==> src/rtl/cnt_event_pkg.sv <==
// Shared types for the counter event logger: event codes, FSM states and record field widths.
package cnt_event_pkg;

  localparam int unsigned CNT_W  = 8;
  localparam int unsigned TYPE_W = 2;

  typedef enum logic [TYPE_W-1:0] {
    EVT_CNT1_WRAP = 2'd0,
    EVT_CNT2_WRAP = 2'd1,
    EVT_JUMP      = 2'd2,
    EVT_MATCH     = 2'd3
  } evt_type_e;

  typedef enum logic [1:0] {
    StArm,
    StRun,
    StHalt
  } state_e;

  // A hold or a +1 step (mod 2^CNT_W) is normal counting; anything else is a jump.
  function automatic logic is_jump(input logic [CNT_W-1:0] prev, input logic [CNT_W-1:0] cur);
    return (cur != prev) && (cur != prev + 1'b1);
  endfunction

endpackage

==> src/rtl/evt_fifo.sv <==
// Synchronous FIFO; push while full is accepted when a pop happens on the same edge.
module evt_fifo #(
  parameter int unsigned WIDTH = 18,
  parameter int unsigned DEPTH = 4
) (
  input  logic             clk,
  input  logic             rst,
  input  logic             push,
  input  logic             pop,
  input  logic [WIDTH-1:0] wdata,
  output logic [WIDTH-1:0] rdata,
  output logic             full,
  output logic             empty
);

  localparam int unsigned PtrW = $clog2(DEPTH);

  logic [WIDTH-1:0] mem_q [DEPTH];
  logic [PtrW-1:0]  wr_ptr_q, rd_ptr_q;
  logic [PtrW:0]    count_q;
  logic             do_push, do_pop;

  assign empty   = (count_q == '0);
  assign full    = (count_q == (PtrW+1)'(DEPTH));
  assign do_pop  = pop && !empty;
  assign do_push = push && (!full || do_pop);
  assign rdata   = mem_q[rd_ptr_q];

  always_ff @(posedge clk) begin
    if (do_push) begin
      mem_q[wr_ptr_q] <= wdata;
    end
  end

  always_ff @(posedge clk) begin
    if (rst) begin
      wr_ptr_q <= '0;
      rd_ptr_q <= '0;
      count_q  <= '0;
    end else begin
      if (do_push) begin
        wr_ptr_q <= wr_ptr_q + 1'b1;
      end
      if (do_pop) begin
        rd_ptr_q <= rd_ptr_q + 1'b1;
      end
      case ({do_push, do_pop})
        2'b10:   count_q <= count_q + 1'b1;
        2'b01:   count_q <= count_q - 1'b1;
        default: count_q <= count_q;
      endcase
    end
  end

endmodule

==> src/rtl/cnt_event_logger.sv <==
// Watches two 8-bit counters, turns wraps/jumps/match into timestamped records in a FIFO,
// and halts capture once counter 2 reaches the match value.
module cnt_event_logger
  import cnt_event_pkg::*;
#(
  parameter int unsigned TS_W      = 16,
  parameter int unsigned DEPTH     = 4,
  parameter int unsigned MATCH_VAL = 208
) (
  input  logic                   clk,
  input  logic                   rst,
  input  logic [CNT_W-1:0]       cnt1_in,
  input  logic [CNT_W-1:0]       cnt2_in,
  output logic                   evt_valid,
  input  logic                   evt_ready,
  output logic [TYPE_W+TS_W-1:0] evt_data,
  output logic                   lost,
  output logic                   done
);

  localparam logic [CNT_W-1:0] MatchVal = CNT_W'(MATCH_VAL);

  state_e           state_q;
  logic             done_q;
  logic             lost_q;
  logic [TS_W-1:0]  ts_q;
  logic [CNT_W-1:0] p1_q, p2_q;

  logic      detect_en;
  logic      wrap1, wrap2, jump, match;
  logic      push, extra, pop, drop, fifo_full, fifo_empty;
  evt_type_e evt_type;
  logic [TYPE_W+TS_W-1:0] fifo_rdata;

  assign detect_en = (state_q == StRun);
  assign wrap1 = detect_en && (p1_q == 8'hFF) && (cnt1_in == 8'h00);
  assign wrap2 = detect_en && (p2_q == 8'hFF) && (cnt2_in == 8'h00);
  assign jump  = detect_en && (is_jump(p1_q, cnt1_in) || is_jump(p2_q, cnt2_in));
  assign match = detect_en && (cnt2_in == MatchVal) && (p2_q != MatchVal);

  // Highest-priority event wins the single push slot; any other event that fired is lost.
  always_comb begin
    push     = 1'b1;
    extra    = 1'b0;
    evt_type = EVT_CNT1_WRAP;
    if (match) begin
      evt_type = EVT_MATCH;
      extra    = jump || wrap1 || wrap2;
    end else if (jump) begin
      evt_type = EVT_JUMP;
      extra    = wrap1 || wrap2;
    end else if (wrap1) begin
      evt_type = EVT_CNT1_WRAP;
      extra    = wrap2;
    end else if (wrap2) begin
      evt_type = EVT_CNT2_WRAP;
    end else begin
      push = 1'b0;
    end
  end

  assign pop  = evt_valid && evt_ready;
  assign drop = push && fifo_full && !pop;

  evt_fifo #(
    .WIDTH(TYPE_W + TS_W),
    .DEPTH(DEPTH)
  ) u_fifo (
    .clk  (clk),
    .rst  (rst),
    .push (push),
    .pop  (pop),
    .wdata({evt_type, ts_q}),
    .rdata(fifo_rdata),
    .full (fifo_full),
    .empty(fifo_empty)
  );

  assign evt_valid = !fifo_empty;
  assign evt_data  = evt_valid ? fifo_rdata : '0;
  assign lost      = lost_q;
  assign done      = done_q;

  always_ff @(posedge clk) begin
    if (rst) begin
      state_q <= StArm;
      done_q  <= 1'b0;
    end else begin
      unique case (state_q)
        StArm: state_q <= StRun;
        StRun: begin
          if (match) begin
            state_q <= StHalt;
            done_q  <= 1'b1;
          end
        end
        StHalt: state_q <= StHalt;
        default: state_q <= StArm;
      endcase
    end
  end

  always_ff @(posedge clk) begin
    if (rst) begin
      ts_q   <= '0;
      lost_q <= 1'b0;
      p1_q   <= '0;
      p2_q   <= '0;
    end else begin
      ts_q   <= ts_q + 1'b1;
      lost_q <= lost_q || extra || drop;
      p1_q   <= cnt1_in;
      p2_q   <= cnt2_in;
    end
  end

endmodule
==> config.mk <==
export PLATFORM = sky130hd
export DESIGN_NAME = cnt_event_logger
export DESIGN_NICKNAME = d
export VERILOG_FILES = /design/src/rtl/cnt_event_pkg.sv /design/src/rtl/evt_fifo.sv /design/src/rtl/cnt_event_logger.sv
export SDC_FILE = /design/constraint.sdc
export NUM_CORES = 1
export LEC_CHECK = 0
export CELL_PAD_IN_SITES_DETAIL_PLACEMENT = 2
export CELL_PAD_IN_SITES_GLOBAL_PLACEMENT = 2
export CORE_MARGIN = 3
export CORE_UTILIZATION = 43
export CTS_BUF_LIST = sky130_fd_sc_hd__clkbuf_2 sky130_fd_sc_hd__clkbuf_4 sky130_fd_sc_hd__clkbuf_8
export DETAILED_ROUTE_END_ITERATION = 8
export GPL_ROUTABILITY_DRIVEN = 0
export HOLD_SLACK_MARGIN = 0.15
export PLACE_DENSITY = 0.86
export SLEW_MARGIN = 20
export SYNTH_ARGS = -nofsm -noshare
export SYNTH_HDL_FRONTEND = slang
export SYNTH_HIERARCHICAL = 1
export SYNTH_SLANG_ARGS = --single-unit
export TNS_END_PERCENT = 100
==> constraint.sdc <==
create_clock -name clk -period 3.7 [get_ports clk]
set_input_delay 0.74 -clock clk [delete_from_list [all_inputs] [get_ports clk]]
set_output_delay 0.74 -clock clk [all_outputs]
set_load 0.02 [all_outputs]
==> impl_metrics.tcl <==
set metrics [dict create \
    status "complete, no violations" \
    fillers 1095 \
    async_flop_share_pct 0 \
    worst-path-max-fanout 2 \
    drive_gt1_share_pct 21.5 \
    dpl_cell_area_um2 6160 \
    p_sw_w 0.00144 \
    vias 3551 \
    via_per_inst 5.50 \
    end_kind "flop" \
    ant_nets 0 \
    cts_tree "yes" \
    io_pins 40 \
    area_growth_pct 25.4 \
    cp.arrival_ns 3.95 \
    grt_pass1_wl_um 23900 \
    ys_types 52 \
    die_w_um 117 \
    finalCritPeriodShare_pct 96.6 \
    grt_usage_pct 24.2 \
    multi_input_area_um2 2160 \
    cp_cell_sequence "clkdlybuf4s50_1, xnor2_1, nand4_1, o41a_1, a221oi_2, nand2_1, a21boi_2, inv_1, ha_2, inv_1, fa_1, xor2_1, or3_1, a21oi_1" \
    routed_wl_um 14700 \
    clock-sinks 117 \
    hold_ws_ns 0.473 \
    cp_top_family "compound AO/OA/AOI/OAI gates" \
    wl_per_cell_um 22.8 \
    initial_core_util_pct 45.2 \
    drtIter0Drc 161 \
    antenna_found_initial 0 \
    comb_power_share_pct 34.2 \
    crit_end "u_fifo/count_q[2]" \
    r2r_slack_ns 0.23 \
    grt_max_degree 22 \
    max_freq_ghz 0.280 \
    fin_area_um2 6630 \
    synth_seq_cells 117 \
    swShare_pct 32.1 \
    crit_required_ns 4.08 \
    startpoint_type "primary input" \
    r2r_end "u_fifo/count_q[2]" \
    dr.pass1.iters 4 \
    synth_area_um2 5290 \
    path_depth 14 \
    synthFlopType "edfxtp_1" \
    cts-root-buf "clkbuf_8" \
    met1_usage_pct 25.5 \
    grt_setup_unrepaired "false" \
    grtUsageMet3_pct 6.94 \
    clkPwrFrac_pct 25.3 \
    htreeDepth 4 \
    cts_buffer_depth 2 \
    hp-class "flop to flop" \
    power_frac_seq_pct 40.5 \
    power.internal_w 0.00304 \
    startpoint "cnt1_in[6]" \
    rows 39 \
    cp_slowest_stage_delay_ns 0.46 \
    synthesis.nets 433 \
    ys_warn_count 6 \
    n_antenna_cell 0 \
    r2r_start "p1_q[3]" \
    criticalPathCategory "primary input to flop" \
    place_hpwl_um 10000 \
    finalSetupViolations 0 \
    worstHoldStart "done" \
    synth_edf_count 72 \
    drc 0 \
    final_cell_mix "edfxtp_1 (72), dfxtp_1 (44), buf_4 (44)" \
    dieHeight_um 117 \
    reg2regPathDepth 14 \
    crit_top_cell "inv_1" \
    final_nets 522 \
    cp_slowest_cell "clkdlybuf4s50_1" \
    p_per_area_nw_per_um2 675 \
    synthCells 402 \
    core_area_um2 11700 \
    clk_pin_slew_worst_paths_ns 0.07 \
    hold_viol 0 \
    ff_latch_area_um2 3060 \
    busiest_layer "met2" \
    critPathBufInv 3 \
    maxSlewHeadroom_pct 46.1 \
    tightest_slew_ns 0.806 \
    port_buffers 39 \
    peakVddDrop_mv 0.416 \
    cts_hold_buf 0 \
    p_leak_nw 2.45 \
    grt_pass1_vias 4233 \
    report.final.slew_viol_count 0 \
    grtUsageMet2_pct 45.0 \
    dieArea_um2 13700 \
    grt_overflow_total 0 \
    ys_seq_area_share_pct 57.9 \
    tns_ns 0 \
    final.setup_skew_ns 0.00981 \
    maxCapViolations 0 \
    insertion_delay_ns 0.44 \
    finalCriticalPeriod_ns 3.57 \
    avgSynthCellArea_um2 13.2 \
    numCtsBuffers 17 \
    final_common_cell "edfxtp_1" \
]
-- layer usage --
| metal | routed length [um] | vias up |
|---|---|---|
| li1 | - | 1643 |
| met1 | 5510 | 1801 |
| met2 | 8300 | 76 |
| met3 | 500 | 31 |
| met4 | 431 | 0 |
| met5 | 0 | - |
-- worst reg2reg max path: cells and delay by family (launching register included) --
kind	cells	cell delay (ns)
simple gates	5	1.18
buf+inv	2	0.12
compound gates	4	0.93
flops	1	0.46
xor+xnor	1	0.17
fa+ha+maj	2	0.55
-- metrics by stage --
step,util [%],power (W),std cells,setup WS [ns]
finish,56.6,0.00448,646,0.128
global route,56.6,0.00474,646,0.0213
CTS,56.0,0.00453,645,0.0250
detailed placement,52.6,0.00335,614,-0.494
global placement,52.6,0.00323,614,-0.259
floorplan,-,0.00264,402,0.335
-- logic make-up (layout without fill, tap and decap cells) --
group | Yosys count | after routing | synth area share, %
xor+xnor | 43 | 43 | 7.12
compound gates | 30 | 30 | 4.19
mux | 22 | 22 | 9.08
simple gates | 144 | 144 | 15.7
buf+inv | 33 | 134 | 2.86
flops | 117 | 117 | 57.9
fa+ha+maj | 13 | 13 | 3.17
-- worst min path at each step --
| stage | endpoint | slack, ns | cells after the start |
|---|---|---|---|
| after global routing | done | 0.50 | 2 |
| after global placement | done | 0.44 | 2 |
| final | done | 0.47 | 2 |
| after CTS | done | 0.48 | 2 |
| after detailed placement | done | 0.46 | 2 |
| after floorplan | ts_q[0] | 0.45 | 1 |
-- sequential cells by signal (all words and copies together) (netlist names), 2 cells and up, named ones only --
name             cells
u_fifo/mem_q        72
u_fifo/count_q       3
u_fifo/wr_ptr_q      2
p1_q                 8
u_fifo/rd_ptr_q      2
ts_q                16
p2_q                 8
state_q              2
-- power groups by stage --
stage,Sequential (W),Clock (W),Combinational [W]
floorplan,0.00178,0,0.000862
global placement,0.00179,0,0.00144
detailed placement,0.00184,0,0.00151
CTS,0.00182,0.00117,0.00154
global route,0.00184,0.00123,0.00168
finish,0.00181,0.00114,0.00153
-- synth_stat cells, types with 2 or more instances --
| master | instances | area (um2) |
|---|---|---|
| nand2b_1 | 6 | 37.5 |
| o21ai_0 | 6 | 30.0 |
| mux4_1 | 8 | 210 |
| and4_1 | 6 | 52.6 |
| xor2_1 | 23 | 201 |
| nand2_1 | 14 | 52.6 |
| dfxtp_1 | 45 | 901 |
| and2_1 | 8 | 50.1 |
| inv_1 | 17 | 63.8 |
| mux2i_1 | 3 | 30.0 |
| edfxtp_1 | 72 | 2160 |
| buf_2 | 3 | 15.0 |
| nor2_1 | 29 | 109 |
| a31oi_1 | 3 | 18.8 |
| a21oi_1 | 7 | 35.0 |
| mux4_2 | 10 | 225 |
| nand3_1 | 8 | 40.0 |
| or3_1 | 3 | 18.8 |
| and3_1 | 5 | 31.3 |
| ha_1 | 11 | 138 |
| nor4b_1 | 4 | 35.0 |
| xnor2_1 | 20 | 175 |
| nor4_1 | 2 | 12.5 |
| nor2b_1 | 35 | 219 |
| o31ai_1 | 2 | 15.0 |
| nor3_1 | 5 | 25.0 |
| clkbuf_1 | 10 | 37.5 |
| nand4_1 | 13 | 81.3 |
-- cell type report --
cell class	instances	share of cell area, %
Sequential cell	117	46.2
Multi-Input combinational cell	252	32.6
Timing Repair Buffer	86	11.8
Clock buffer	23	4.58
Tap cell	143	2.70
Clock inverter	8	1.15
Inverter	17	0.962
-- repair_timing --
item | in CTS | in global routing
resized for setup | 6 | 13
pin swaps | 3 | 5
setup endpoints to repair | 1 | 2
buffers inserted | 0 | 1
(Power assumes the default switching activity.)
==> patch, RTL diff (same settings) <==
`DEPTH` is set to 4 in 2 places; all go to 8.
--- a/src/rtl/evt_fifo.sv
+++ b/src/rtl/evt_fifo.sv
@@ -2,5 +2,5 @@
 module evt_fifo #(
   parameter int unsigned WIDTH = 18,
-  parameter int unsigned DEPTH = 4
+  parameter int unsigned DEPTH = 8
 ) (
   input  logic             clk,
--- a/src/rtl/cnt_event_logger.sv
+++ b/src/rtl/cnt_event_logger.sv
@@ -5,5 +5,5 @@
 #(
   parameter int unsigned TS_W      = 16,
-  parameter int unsigned DEPTH     = 4,
+  parameter int unsigned DEPTH     = 8,
   parameter int unsigned MATCH_VAL = 208
 ) (
Check against the original RTL: not equivalent (a bounded check fails within 10 cycles, from zero or initial values and one cycle with rst high).
==> patch against the original RTL <==
- highest routed layer unchanged
- area after synthesis is 60% higher
- worst setup slack worse by 0.0075 ns
- non-clock buffer count is 12 higher
- routed wire length is 53% higher
- register-to-register slack better by 0.03 ns
- sequential cell count is 76 higher
- clock skew is 0.0043 ns higher
- final area is 50% higher
- power is 47% higher
==> patch: results (changes against the original RTL) <==
- Clk Latency, worst-skew pair: 0.49 ns (was 0.44 ns)
- Met3 WL: 610 um (was 500 um)
- Compound-Gate Fraction of Synth Area: 3.46% (was 4.19%)
- Max_slew headroom: 36.0% (was 46.1%)
- Met3 usage in global routing: 3.35% (was 6.94%)
- Pre-CTS WS: -0.466 ns (was -0.494 ns)
- 1st-iter DRT viols: 266 (was 161)
- GRT Total Usage: 21.4% (was 24.2%)
- Vias in the first global route: 5,749 (was 4,233)
- PostCTS Resize Cnt: 1 (was 6)
- Fillers: 1,752 (was 1,095)
- Synth top area cells: edfxtp_1, dfxtp_1, mux4_1, nor2b_1, xor2_1 (was edfxtp_1, dfxtp_1, mux4_2, nor2b_1, mux4_1)
- Largest family of logic cells by synthesized area: multiplexers (was simple AND/OR/NAND/NOR gates)
- Crit-path slowest cell: or4_1 (was clkdlybuf4s50_1)
- Worst R2R Setup Slack: 0.26 ns (was 0.23 ns)
- Worst setup path startpoint: cnt1_in[3] (was cnt1_in[6])
- Part of the Yosys area used for sequential elements: 62.5% (was 57.9%)
- Largest net degree at the start of global routing: 48 (was 22)
- Post-DP Area: 9510 um2 (was 6160 um2)
- Crit path max-delay family: simple AND/OR/NAND/NOR gates (was compound AO/OA/AOI/OAI gates)
- Vias per Instance: 5.60 (was 5.50)
- Post-layout nets: 667 (was 522)
- Per-cell routed wire length: 24.9 um (was 22.8 um)
- R2R Path Start: p1_q[0]$_SDFF_PP0_ (was p1_q[3]$_SDFF_PP0_)
- Most common library cells after synthesis: edfxtp_1, dfxtp_1, nor2_1 (was edfxtp_1, dfxtp_1, nor2b_1)
- Share of cells above drive strength 1: 20.5% (was 21.5%)
- Outcome: finished clean (unchanged)
- Final worst slack: 0.120 ns (was 0.128 ns)
- Cell total after placement: 877 (was 614)
- Syn Nets: 575 (was 433)
- CP arrival: 3.76 ns (was 3.95 ns)
==> patch: cell count changes after synthesis, sizes merged, moves of 4 or more <==
cell | unedited run | this run
edfxtp | 72 | 144
mux4 | 18 | 36
mux2 | 1 | 18
nor2 | 29 | 37
clkbuf | 10 | 17
inv | 17 | 12
dfxtp | 45 | 49
nor3 | 5 | 9
==> patch: final cells by class <==
cell class / instances / area (um2) / area share (%)
Timing Repair Buffer: 98 / 853 / 8.56
Multi-Input combinational cell: 315 / 3030 / 30.4
Sequential cell: 193 / 5310 / 53.2
Clock inverter: 15 / 181 / 1.82
Clock buffer: 17 / 234 / 2.35
Tap cell: 260 / 325 / 3.26
Inverter: 12 / 45.0 / 0.452
==> patch: power by group <==
group / total, mW / switching (mW) / internal [mW]
registers: 2.82 / 0.166 / 2.65
clock network: 1.44 / 0.863 / 0.579
logic: 2.32 / 1.23 / 1.09
total: 6.58 / 2.26 / 4.32
